File: src/rtl/lsu_pkg.sv
// Shared encodings for the load/store unit: op codes, RV32I funct3 widths and FSM states.
package lsu_pkg;

  typedef enum logic [1:0] {
    LSU_NONE  = 2'd0,
    LSU_LOAD  = 2'd1,
    LSU_STORE = 2'd2,
    LSU_RSVD  = 2'd3
  } lsu_op_e;

  localparam logic [2:0] LB  = 3'd0;
  localparam logic [2:0] LH  = 3'd1;
  localparam logic [2:0] LW  = 3'd2;
  localparam logic [2:0] LBU = 3'd4;
  localparam logic [2:0] LHU = 3'd5;
  localparam logic [2:0] SB  = 3'd0;
  localparam logic [2:0] SH  = 3'd1;
  localparam logic [2:0] SW  = 3'd2;

  typedef enum logic [1:0] {
    ST_IDLE = 2'd0,
    ST_REQ  = 2'd1,
    ST_WAIT = 2'd2,
    ST_DONE = 2'd3
  } lsu_state_e;

  // Encodings that must fault without touching memory.
  function automatic logic is_illegal(lsu_op_e op, logic [2:0] f3);
    case (op)
      LSU_NONE:  return 1'b0;
      LSU_LOAD:  return (f3 == 3'd3) || (f3 == 3'd6) || (f3 == 3'd7);
      LSU_STORE: return (f3 > SW);
      default:   return 1'b1;
    endcase
  endfunction

endpackage

File: src/rtl/lsu_align.sv
// Store byte-lane replication / write-mask generation and load extraction / extension.
module lsu_align
  import lsu_pkg::*;
(
  input  logic [2:0]  funct3,
  input  logic [1:0]  offset,
  input  logic [31:0] wdata,
  input  logic [31:0] rdata,
  output logic [31:0] wdata_lane,
  output logic [3:0]  wmask,
  output logic [31:0] rdata_ext
);

  logic [31:0] shifted;

  assign shifted = rdata >> {offset, 3'b000};

  always_comb begin
    wdata_lane = wdata;
    wmask      = 4'b1111;
    case (funct3)
      SB: begin
        wdata_lane = {4{wdata[7:0]}};
        wmask      = 4'b0001 << offset;
      end
      SH: begin
        wdata_lane = {2{wdata[15:0]}};
        wmask      = 4'b0011 << offset;
      end
      default: ;
    endcase
  end

  always_comb begin
    rdata_ext = shifted;
    case (funct3)
      LB:      rdata_ext = {{24{shifted[7]}}, shifted[7:0]};
      LH:      rdata_ext = {{16{shifted[15]}}, shifted[15:0]};
      LBU:     rdata_ext = {24'd0, shifted[7:0]};
      LHU:     rdata_ext = {16'd0, shifted[15:0]};
      default: ;
    endcase
  end

endmodule

File: src/rtl/lsu.sv
// Load/store stage: one instruction at a time, one memory transaction, result to writeback.
// Optional LSU_MISALIGN_TRAP_EN: fault misaligned half/word accesses instead of aligning them.
module lsu
  import lsu_pkg::*;
#(
  parameter int RESP_TIMEOUT = 255,
  parameter int CNT_W        = 16
) (
  input  logic        clk,
  input  logic        rst,
  input  logic        in_valid,
  output logic        in_ready,
  input  logic [1:0]  in_op,
  input  logic [2:0]  in_funct3,
  input  logic [31:0] in_addr,
  input  logic [31:0] in_wdata,
  output logic        out_valid,
  input  logic        out_ready,
  output logic [31:0] out_data,
  output logic        out_fault,
  output logic        mem_req_valid,
  input  logic        mem_req_ready,
  output logic [31:0] mem_req_addr,
  output logic        mem_req_wen,
  output logic [31:0] mem_req_wdata,
  output logic [3:0]  mem_req_wmask,
  input  logic        mem_resp_valid,
  input  logic [31:0] mem_resp_rdata
);

  // state | meaning
  // IDLE  | ready for a new instruction
  // REQ   | memory request presented, waiting for mem_req_ready
  // WAIT  | request accepted, waiting for response or timeout
  // DONE  | result presented to writeback until out_ready

  localparam logic [CNT_W-1:0] TIMEOUT_C = CNT_W'(RESP_TIMEOUT);

  lsu_state_e      state;
  lsu_op_e         op_e;
  logic [2:0]      funct3_q;
  logic [1:0]      off_q;
  logic            is_load_q;
  logic [CNT_W-1:0] cnt;
  logic [CNT_W-1:0] cnt_next;
  logic            accept;
  logic            illegal;
  logic [1:0]      in_off;
  logic [2:0]      al_funct3;
  logic [1:0]      al_off;
  logic [31:0]     wdata_lane;
  logic [3:0]      wmask;
  logic [31:0]     rdata_ext;

  assign op_e     = lsu_op_e'(in_op);
  assign in_ready = (state == ST_IDLE) & ~rst;
  assign accept   = in_valid & in_ready;
  assign cnt_next = cnt + 1'b1;

  always_comb begin
    in_off = in_addr[1:0];
    case (in_funct3[1:0])
      2'b01:   in_off = {in_addr[1], 1'b0};
      2'b10:   in_off = 2'b00;
      default: ;
    endcase
  end

`ifdef LSU_MISALIGN_TRAP_EN
  logic misalign;
  assign misalign = ((op_e == LSU_LOAD) || (op_e == LSU_STORE)) &&
                    (((in_funct3[1:0] == 2'b01) && in_addr[0]) ||
                     ((in_funct3[1:0] == 2'b10) && (in_addr[1:0] != 2'b00)));
  assign illegal  = is_illegal(op_e, in_funct3) | misalign;
`else
  assign illegal  = is_illegal(op_e, in_funct3);
`endif

  // The aligner serves store formatting in IDLE and load extraction afterwards.
  assign al_funct3 = (state == ST_IDLE) ? in_funct3 : funct3_q;
  assign al_off    = (state == ST_IDLE) ? in_off : off_q;

  lsu_align u_align (
    .funct3     (al_funct3),
    .offset     (al_off),
    .wdata      (in_wdata),
    .rdata      (mem_resp_rdata),
    .wdata_lane (wdata_lane),
    .wmask      (wmask),
    .rdata_ext  (rdata_ext)
  );

  always_ff @(posedge clk or posedge rst) begin
    if (rst) begin
      state         <= ST_IDLE;
      funct3_q      <= 3'd0;
      off_q         <= 2'd0;
      is_load_q     <= 1'b0;
      cnt           <= '0;
      out_valid     <= 1'b0;
      out_data      <= 32'd0;
      out_fault     <= 1'b0;
      mem_req_valid <= 1'b0;
      mem_req_addr  <= 32'd0;
      mem_req_wen   <= 1'b0;
      mem_req_wdata <= 32'd0;
      mem_req_wmask <= 4'd0;
    end else begin
      case (state)
        ST_IDLE: begin
          if (accept) begin
            funct3_q  <= in_funct3;
            off_q     <= in_off;
            is_load_q <= (op_e == LSU_LOAD);
            if (op_e == LSU_NONE) begin
              state     <= ST_DONE;
              out_valid <= 1'b1;
              out_data  <= in_addr;
              out_fault <= 1'b0;
            end else if (illegal) begin
              state     <= ST_DONE;
              out_valid <= 1'b1;
              out_data  <= 32'd0;
              out_fault <= 1'b1;
            end else begin
              state         <= ST_REQ;
              mem_req_valid <= 1'b1;
              mem_req_addr  <= {in_addr[31:2], 2'b00};
              mem_req_wen   <= (op_e == LSU_STORE);
              mem_req_wdata <= (op_e == LSU_STORE) ? wdata_lane : 32'd0;
              mem_req_wmask <= (op_e == LSU_STORE) ? wmask : 4'd0;
            end
          end
        end
        ST_REQ: begin
          if (mem_req_ready) begin
            state         <= ST_WAIT;
            mem_req_valid <= 1'b0;
            cnt           <= '0;
          end
        end
        ST_WAIT: begin
          // A response in the final timeout cycle still wins.
          if (mem_resp_valid) begin
            state     <= ST_DONE;
            out_valid <= 1'b1;
            out_data  <= is_load_q ? rdata_ext : 32'd0;
            out_fault <= 1'b0;
          end else if (cnt_next == TIMEOUT_C) begin
            state     <= ST_DONE;
            out_valid <= 1'b1;
            out_data  <= 32'd0;
            out_fault <= 1'b1;
          end else begin
            cnt <= cnt_next;
          end
        end
        ST_DONE: begin
          if (out_ready) begin
            state     <= ST_IDLE;
            out_valid <= 1'b0;
          end
        end
        default: state <= ST_IDLE;
      endcase
    end
  end

endmodule

File: config.mk
export PLATFORM = sky130hd
export DESIGN_NAME = lsu
export DESIGN_NICKNAME = d
export VERILOG_FILES = /design/src/rtl/lsu_pkg.sv /design/src/rtl/lsu_align.sv /design/src/rtl/lsu.sv
export SDC_FILE = /design/constraint.sdc
export NUM_CORES = 1
export LEC_CHECK = 0
export ABC_AREA = 0
export BUFFER_PORTS_ARGS = -buffer_cell sky130_fd_sc_hd__buf_4
export CELL_PAD_IN_SITES_DETAIL_PLACEMENT = 1
export CELL_PAD_IN_SITES_GLOBAL_PLACEMENT = 2
export CORE_MARGIN = 2
export CORE_UTILIZATION = 33
export DETAILED_ROUTE_END_ITERATION = 16
export PLACE_DENSITY = 0.95
export SETUP_SLACK_MARGIN = 0.02
export SLEW_MARGIN = 20
export SYNTH_ARGS = -nofsm -noshare
export SYNTH_HDL_FRONTEND = slang
export SYNTH_SLANG_ARGS = --single-unit
File: constraint.sdc
create_clock -name clk -period 6.45 [get_ports clk]
set_clock_uncertainty 0.15 [all_clocks]
set_input_delay 0.9675 -clock clk [delete_from_list [all_inputs] [get_ports clk]]
set_output_delay 0.9675 -clock clk [all_outputs]
set_load 0.05 [all_outputs]
# Word level (Yosys, flattened, before mapping)
# Index checks and enable logic that the tools add are counted.
# W data, S select, Z words.
# word_totals
wordCells,106
regBits,126
output_inout_bits,105
input_bits,107
# op_classes
add_sub_neg,1
n_mux,44
magnitude_cmp,1
n_bitwise,5
n_shift,3
n_reduce_logical,16
eq_ne,23
# ops
op,count
$mux W32,7
$pmux W32 S2,2
$pmux W32 S4,1
$mux W16,3
$pmux W16 S2,1
$shr A32 B5 Y32,1
$add A16 B1 Y16 const B,1
$eq A16 B8 Y1 const B,1
$mux W2,8
$reduce_and A4 Y1,4
$ne A2 B2 Y1 const B,7
$mux W1,13
$eq A3 B3 Y1 const B,4
$reduce_and A5 Y1,2
$eq A2 B2 Y1 const B,4
$pmux W2 S4,1
$pmux W4 S2,1
$eq A2 B1 Y1 const B,3
$pmux W1 S3,2
$reduce_bool A2 Y1,3
$logic_not A2 Y1,2
$mux W4,1
$pmux W1 S2,2
$pmux W2 S2,1
other kinds (14),18

# Longest topological paths before layout
# Gate-level depths: netlist (run 1).
# depth
word_depth,8
ltp_mapped,11
ltp_nobuf,8

# Cells and area by module
# A second synthesis (run 1) with hierarchy kept.
# unflattened
hier_cells,780
hier_area_um2,7195.7
# modules_own_cells
mod,n_inst,area_per_inst_um2,cells_each,seq_area_each_um2
lsu,1,5989.5,603,3153.0
lsu_align,1,1206.2,177,0.0

# Worst setup path before layout (run 1)
# Ideal clock, no wire load.
# synth_timing
path_kind,in2reg
start,input port in_funct3[0]
end,register out_data[10]
required_ns,6.172
cell_stages,9
slack_ns,3.159
arrival_time_ns,3.014
path_buffers,1
setup_ns,0.128
cell_sequence,inv_1 > ha_1 > o211ai_1 > nand2_1 > mux4_2 > nand2_1 > clkbuf_1 > o211ai_1 > mux2_1
# synth_via
elab_chain_cells,8
elab_cells_between_ends,23
cone_classes,order compare: 1; eq/ne: 9; shift: 1; mux: 8; reduce/logical: 4
# synth_lines
item,line,text
"start, declared",lsu.sv:14,"input logic [2:0] in_funct3,"
$eq A2 B2 Y1 / $eq A2 B1 Y1 (equally long branches),lsu.sv:62,case (in_funct3[1:0])
$pmux W2 S2,lsu.sv:62,
$mux W2,lsu.sv:81,assign al_off = (state == ST_IDLE) ? in_off : off_q;
$shr A32 B5 Y32,lsu_align.sv:16,"assign shifted = rdata >> {offset, 3'b000};"
$pmux W32 S4,lsu_align.sv:36,case (funct3)
$mux W32,lsu.sv:147,out_data <= is_load_q ? rdata_ext : 32'd0;
$mux W32,lsu.sv:144,if (mem_resp_valid) begin
$pmux W32 S2,lsu.sv:109,case (state)
"end signal, assigned",lsu.sv:118,out_data <= in_addr;
"end signal, assigned",lsu.sv:147,
"end, declared",lsu.sv:19,"output logic [31:0] out_data,"
# Several ways; a longest one is shown, not always the timed one.
# A chain may end at the register's enable or synchronous reset.

# Worst setup path after layout (run 1)
# layout_timing
start,register state[1]
end,register out_data[8]
# layout_via
elab_chain_cells,7
elab_cells_between_ends,20
cone_classes,eq/ne: 7; shift: 1; mux: 6; bitwise: 2; reduce/logical: 4
# layout_lines
item,line,text
"start, declared",lsu.sv:39,lsu_state_e state;
"start signal, assigned",lsu.sv:95,state <= ST_IDLE;
"start signal, assigned",lsu.sv:116,state <= ST_DONE;
"start signal, assigned",lsu.sv:121,state <= ST_DONE;
$logic_not A2 Y1,n/a,
$mux W2 / $mux W3 (equally long branches),"lsu.sv:81, lsu.sv:80",
"$shr A32 B5 Y32, or another cell as far along",lsu_align.sv:16,
$pmux W32 S4,lsu_align.sv:36,
$mux W32,lsu.sv:147,
$mux W32,lsu.sv:144,
$pmux W32 S2,lsu.sv:109,
# Several ways; a longest one is shown, not always the timed one.

==> results of run 1 <==
[worst max path at each step]
stage / start / slack (ps) / to
floorplan: rst / 1980 / cnt[0]$_DFFE_PP0P_
finish: state[1]$_DFFE_PP0P_ / 1900 / out_data[8]$_DFFE_PP0P_
global route: state[1]$_DFFE_PP0P_ / 1680 / out_data[17]$_DFFE_PP0P_
detailed placement: in_funct3[0] / 1660 / out_data[8]$_DFFE_PP0P_
global placement: in_funct3[0] / 1840 / out_data[8]$_DFFE_PP0P_
CTS: state[1]$_DFFE_PP0P_ / 1970 / out_data[8]$_DFFE_PP0P_
[cell families (layout without fill, tap and decap cells)]
group / after synthesis / in the layout / synth area share (%)
flops: 126 / 126 / 45.2
fa+ha+maj: 10 / 10 / 1.79
simple gates: 266 / 266 / 17.8
mux: 94 / 94 / 14.3
buf+inv: 69 / 271 / 4.43
xor+xnor: 7 / 7 / 0.879
other cells: 1 / 2 / 0.0538
compound gates: 157 / 157 / 15.5
[power groups by stage]
stage | registers (uW) | logic, uW | clock network, uW
2_1_floorplan | 2010 | 945 | 0
3_3_place_gp | 1260 | 2400 | 0
3_5_place_dp | 1270 | 2450 | 0
4_1_cts | 1260 | 2460 | 1140
5_1_grt | 1300 | 2590 | 1170
6_report | 1260 | 2450 | 1120
[metrics by stage]
stage	utilization (%)	power, uW	hold slack (ps)	cells	setup WS (ps)
floorplan	-	2950	292	731	1980
global placement	41.9	3660	309	1176	1840
detailed placement	41.9	3720	314	1176	1660
CTS	45.2	4850	328	1208	1970
global route	45.2	5060	356	1208	1680
finish	45.2	4830	326	1208	1900
[state kept, by name, summed over array words and instances, names as in the netlist]
name and flops:
mem_req_wdata 32, out_data 32, mem_req_addr 30, cnt 16
mem_req_wmask 4, funct3_q 3, off_q 2, state 2
is_load_q 1, mem_req_valid 1, mem_req_wen 1, out_fault 1
out_valid 1
[critical path, delay by kind of cell (launching register included)]
family | cells | cell delay (ps)
fa+ha+maj | 1 | 650
mux | 2 | 970
flops | 1 | 410
simple gates | 2 | 1520
buf+inv | 1 | 150
compound gates | 2 | 560
[cell usage in the layout, fill, tap and decap left out, drive strengths merged, types with 3 or more instances in the layout]
cell / count
o221ai: 3
nand2: 153
a21o: 5
a22oi: 14
a21oi: 20
clkbuf: 19
nor3: 11
mux2: 35
dfrtp: 126
nand2b: 9
and3: 5
nor4: 9
bufinv: 6
xnor2: 5
o21ai: 46
inv: 22
a211oi: 3
nor2b: 3
o31a: 3
nand4b: 3
o2111ai: 3
nand3: 26
or3: 6
ha: 10
nand4: 5
buf: 218
nor3b: 4
o31ai: 5
a22o: 18
a31oi: 6
o211ai: 11
mux2i: 58
clkinv: 5
a2bb2oi: 8
nor2: 24
[area by class of cell]
| class | instances | area [um2] |
|---|---|---|
| Tap cell | 275 | 344 |
| Clock inverter | 13 | 236 |
| Fill cell | 2369 | 11400 |
| Inverter | 21 | 81.3 |
| Clock buffer | 19 | 443 |
| Multi-Input combinational cell | 536 | 3550 |
| Timing Repair Buffer | 218 | 1640 |
| Sequential cell | 126 | 3150 |
[routing by layer]
| metal | up-vias | global-route usage [%] | share of wire [%] |
|---|---|---|---|
| met4 | 0 | 8.00 | 2.4 |
| met1 | 3265 | 28.0 | 43 |
| li1 | 2983 | - | - |
| met2 | 171 | 37.3 | 50 |
| met3 | 36 | 3.76 | 4.8 |
| met5 | - | 0 | 0 |
==> run_results.csv, run 1 <==
group,metric,value,unit
setup_path,rr_startpoint,"state[1]$_DFFE_PP0P_",
synth,yosysWarningCount,0,
setup_path,worstPathArrival,4690,ps
place,post_dp_cell_area,0.00876,mm2
power_and_ir_drop,irDropWorstVdd,0.000166,V
synth,yosysMostFrequentCell,"nand2_1",
global_route,grt_pass1_vias,6581,
place,gp_congestion,0.831,
setup_path,rrSetupSlack,1900,ps
power_and_ir_drop,p_per_area,511,mW/mm2
synth,synth_area_leaders,"dfrtp_1 45%, mux2i_1 8.3%, nand2_1 8.2%, mux2_2 4.4%, o21ai_0 3.3%",
min_path,min_from,"mem_req_addr[4]$_DFFE_PP0P_",
min_path,hold_depth,2,
timing,finalMaxSlewViolations,0,
synth,yosysTopAreaCell,"dfrtp_1",
cts,worstSkewPairLatency,420,ps
synth,yosysUniqueCellTypes,62,
timing,rsz0062_at_grt,"false",
cts,cts_buffer_depth,2,
timing,period_share,70.5,%
finish,drive_gt1_share,31.5,%
power_and_ir_drop,share_comb_of_total_power,50.7,%
synth,async_flop_share,100,%
floorplan,die_h,149,um
status,status,"complete, no violations",
synth,synth-seq-area-share,45.2,%
synth,synth_area,0.00698,mm2
route,vias_per_cell,5.34,
cts,postCtsSetupBuffers,0,
min_path,hold-path-endpoint,"mem_req_addr[4]$_DFFE_PP0P_",
floorplan,ios,212,
synth,synth_seq_cells,126,
synth,synthTopCellsByCount,"153 x nand2_1, 126 x dfrtp_1, 58 x mux2i_1, 46 x o21ai_0, 29 x clkbuf_1",
cts,root_buffer,"clkbuf_16",
synth,avgSynthCellArea,9.56,um2
setup_path,crit_type,"register to register",
synth,synth_edf_count,0,
setup_path,slowest_stage,"nand2_1",
cts,htree_num_levels,4,
setup_path,end_kind,"register",
route,drt-wirelength-per-cell,20.7,um
global_route,grtUsageTotal,21.9,%
timing,relSlewSlack,30.4,%
min_path,hold_class,"register to register",
cts,numCtsBuffers,17,
finish,syn_to_final_growth,35.4,%
global_route,grt-ovfl-total,0,
floorplan,dieArea,0.0223,mm2
route,routed_wl,25000,um
power_and_ir_drop,power.switching,2220,uW
timing,fin_setup_tns,0,ps
place,hpwl,18200,um
synth,synth_top_area_share,45.2,%
global_route,grt_pass1_wl,37600,um
power_and_ir_drop,p_sw_share,46.0,%
route,drc,0,
setup_path,max_stage_delay,860,ps
synth,ys.flop_type,"dfrtp_1",
route,drt_iter0_markers,270,
setup_path,cpMostUsedCell,"nand2_1",
floorplan,dieWidth,149,um
synth,syn_inst,730,
setup_path,path_max_fanout,24,
power_and_ir_drop,p_int,2610,uW
route,antenna_left,0,
timing,setup_violations,0,
power_and_ir_drop,seqPwrFrac,26.1,%
setup_path,crit_chain,"inv_1, ha_1, o211ai_1, nand2_1, mux4_2, nand2_1, o2111ai_1, mux2_1",
place,io_buffers,209,
finish,antennaDiodeCount,0,
setup_path,critPathLaunchType,"register",
cts,cts.sinks,126,
cts,holdBufCountCts,0,
timing,worst_slew_pin_slew,1040,ps
setup_path,reg2regPathDepth,8,
cts,cts_resized,0,
job,drv_cap,0,
setup_path,cp.required,6590,ps
route,detail_route.first_pass.iterations,5,
floorplan,initial_core_util,33.4,%
global_route,antenna_found_initial,0,
finish,finalInstanceArea,0.00945,mm2
cts,cts.clk_slew.worst_paths,60,ps
power_and_ir_drop,clockPowerShare,23.2,%
floorplan,rows,53,
timing,finalHoldViolCount,0,
floorplan,core_area,0.0209,mm2
power_and_ir_drop,power_leakage,0.00479,uW
timing,min_period,4550,ps
global_route,grt_start_max_net_pins,78,
finish,nets,1037,
route,vias,6455,
cts,cts_tree,"yes",
timing,clock.fmax,0.220,GHz
setup_path,r2r_end,"out_data[8]$_DFFE_PP0P_",
No activity file was read; power rests on OpenSTA's default activity.
==> run 2, diff against run 1 <==
CORE_UTILIZATION = 31   (was 33)
PLACE_DENSITY = 0.92   (was 0.95)
clock period = 4.74 ns   (was 6.45 ns; I/O delays follow)
==> run 2 against run 1 <==
Against the previous run:
- clock power is 26% higher
- cell area is 0.24% higher
- largest power group unchanged
- die area is 6.3% higher
- highest routed layer unchanged
==> run_results.csv, run 2 (synthesis results as in run 1) <==
group,metric,value,unit
status,status,"complete, no violations",
timing,whs,280,ps
place,hpwl,18300,um
min_path,hold_class,"input port to asynchronous set/reset pin",
place,io_buffers,209,
timing,rsz0062_at_grt,"false",
cts,holdBufCountCts,0,
setup_path,worstPathArrival,3760,ps
global_route,antenna_found_initial,0,
power_and_ir_drop,clockPowerShare,21.8,%
global_route,grt_pass1_vias,6726,
route,drt_iter0_markers,332,
timing,period_share,76.2,%
route,antenna_left,0,
floorplan,dieWidth,154,um
route,vias,6459,
cts,cts_resized,0,
finish,fill_cells,2520,
finish,reg_top3,"mem_req_wdata: 32 flops, out_data: 32 flops, mem_req_addr: 30 flops",
cts,cts.clk_slew.worst_paths,60,ps
cts,cts_tree,"yes",
finish,mostFrequentLayoutCell,"buf_4",
finish,syn_to_final_growth,35.7,%
power_and_ir_drop,irDropWorstVdd,0.000313,V
finish,nets,1045,
route,routed_wl,25100,um
timing,fin_setup_tns,0,ps
timing,relSlewSlack,33.0,%
route,detail_route.first_pass.iterations,4,
setup_path,slowest_stage,"nor4_1",
setup_path,end_kind,"register",
power_and_ir_drop,p_sw_share,46.6,%
floorplan,rows,54,
job,drv_cap,0,
global_route,grt_start_max_net_pins,73,
place,gp_congestion,0.868,
setup_path,critPathCapture,"out_data[3]$_DFFE_PP0P_",
finish,final_cell_mix,"225 x buf_4, 153 x nand2_1, 126 x dfrtp_1",
timing,worst_slew_pin_slew,1000,ps
setup_path,rrSetupSlack,1130,ps
setup_path,cp.required,4890,ps
timing,finalHoldViolCount,0,
route,highest_layer,"met4",
timing,finalMaxSlewViolations,0,
route,wl_met3,1230,um
cts,worstSkewPairLatency,420,ps
floorplan,initial_core_util,31.8,%
cts,cts.sinks,126,
setup_path,worst-path-stages,8,
power_and_ir_drop,seqPwrFrac,26.3,%
global_route,grt-ovfl-total,0,
power_and_ir_drop,share_comb_of_total_power,51.9,%
setup_path,path_max_fanout,31,
timing,setup_violations,0,
floorplan,dieArea,0.0237,mm2
setup_path,crit_type,"register to register",
floorplan,die_h,154,um
route,wl_met1,11000,um
floorplan,core_area,0.0220,mm2
setup_path,crit_chain,"ha_1, nand3_1, nor4_1, mux2i_1, nand3_2, o31ai_4, buf_4, mux2_2",
finish,finalInstanceArea,0.00947,mm2
finish,antennaDiodeCount,0,
power_and_ir_drop,p_per_area,684,mW/mm2
cts,htree_num_levels,4,
finish,drive_gt1_share,32.0,%
cts,cts_buffer_depth,2,
power_and_ir_drop,power_leakage,0.00481,uW
global_route,grtUsageTotal,21.1,%
route,drc,0,
setup_path,critical_path_buf_inv_count,1,
cts,postCtsSetupBuffers,0,
setup_path,crit_start,"cnt[1]$_DFFE_PP0P_",
setup_path,max_stage_delay,590,ps
place,post_dp_cell_area,0.00884,mm2
setup_path,rr_startpoint,"cnt[1]$_DFFE_PP0P_",
route,met2_length,12000,um
power_and_ir_drop,p_int,3460,uW
route,drt-wirelength-per-cell,20.6,um
setup_path,r2r_end,"out_data[3]$_DFFE_PP0P_",
setup_path,critPathLaunchType,"register",
route,vias_per_cell,5.29,
timing,min_period,3610,ps
cts,numCtsBuffers,17,
power_and_ir_drop,power.switching,3020,uW
cts,root_buffer,"clkbuf_16",
floorplan,ios,212,
global_route,grt_pass1_wl,39100,um
timing,clock.fmax,0.277,GHz
setup_path,reg2regPathDepth,8,
setup_path,crit_family,"simple AND/OR/NAND/NOR gates",
-- run 2: how the worst min path moves through the flow --
stage | to | startpoint | slack, ps | cells past startpoint
2_1_floorplan | off_q[0]$_DFFE_PP0P_ | off_q[0]$_DFFE_PP0P_ | 290 | 2
3_3_place_gp | off_q[0]$_DFFE_PP0P_ | off_q[0]$_DFFE_PP0P_ | 310 | 2
5_1_grt | mem_req_valid$_DFFE_PP0P_ | rst | 340 | 2
4_1_cts | mem_req_wdata[1]$_DFFE_PP0P_ | rst | 330 | 2
6_report | out_valid$_DFFE_PP0P_ | rst | 280 | 2
3_5_place_dp | mem_req_addr[9]$_DFFE_PP0P_ | mem_req_addr[9]$_DFFE_PP0P_ | 320 | 2
-- run 2: per-layer routing --
layer | track usage (%) | vias up
li1 | - | 3002
met1 | 27.5 | 3232
met2 | 34.4 | 177
met3 | 4.28 | 48
met4 | 8.77 | 0
met5 | 0 | -
-- run 2: layout make-up --
cell class | instances | area [um2] | share of cell area (%)
multi-input combinational | 536 | 3550 | 37.4
sequential | 126 | 3150 | 33.3
timing repair buffer | 226 | 1710 | 18.0
clock buffer | 18 | 439 | 4.64
tap | 280 | 350 | 3.70
clock inverter | 13 | 190 | 2.01
inverter | 21 | 81.3 | 0.859
-- run 2: stage by stage --
| stage | worst slack (ps) | power (uW) | util (%) | std cells |
|---|---|---|---|---|
| after floorplan | 523 | 4020 | - | 731 |
| after global placement | 1320 | 5010 | 40.3 | 1189 |
| after detailed placement | 1240 | 5080 | 40.3 | 1189 |
| after CTS | 1170 | 6530 | 43.1 | 1220 |
| after global routing | 950 | 6820 | 43.1 | 1220 |
| final | 1130 | 6480 | 43.1 | 1220 |
-- run 2: power groups by stage --
stage / sequential, uW / clock [uW] / combinational, uW
after floorplan: 2730 / 0 / 1290
after global placement: 1710 / 0 / 3300
after detailed placement: 1720 / 0 / 3350
after CTS: 1710 / 1440 / 3380
after global routing: 1760 / 1490 / 3560
final: 1710 / 1410 / 3360
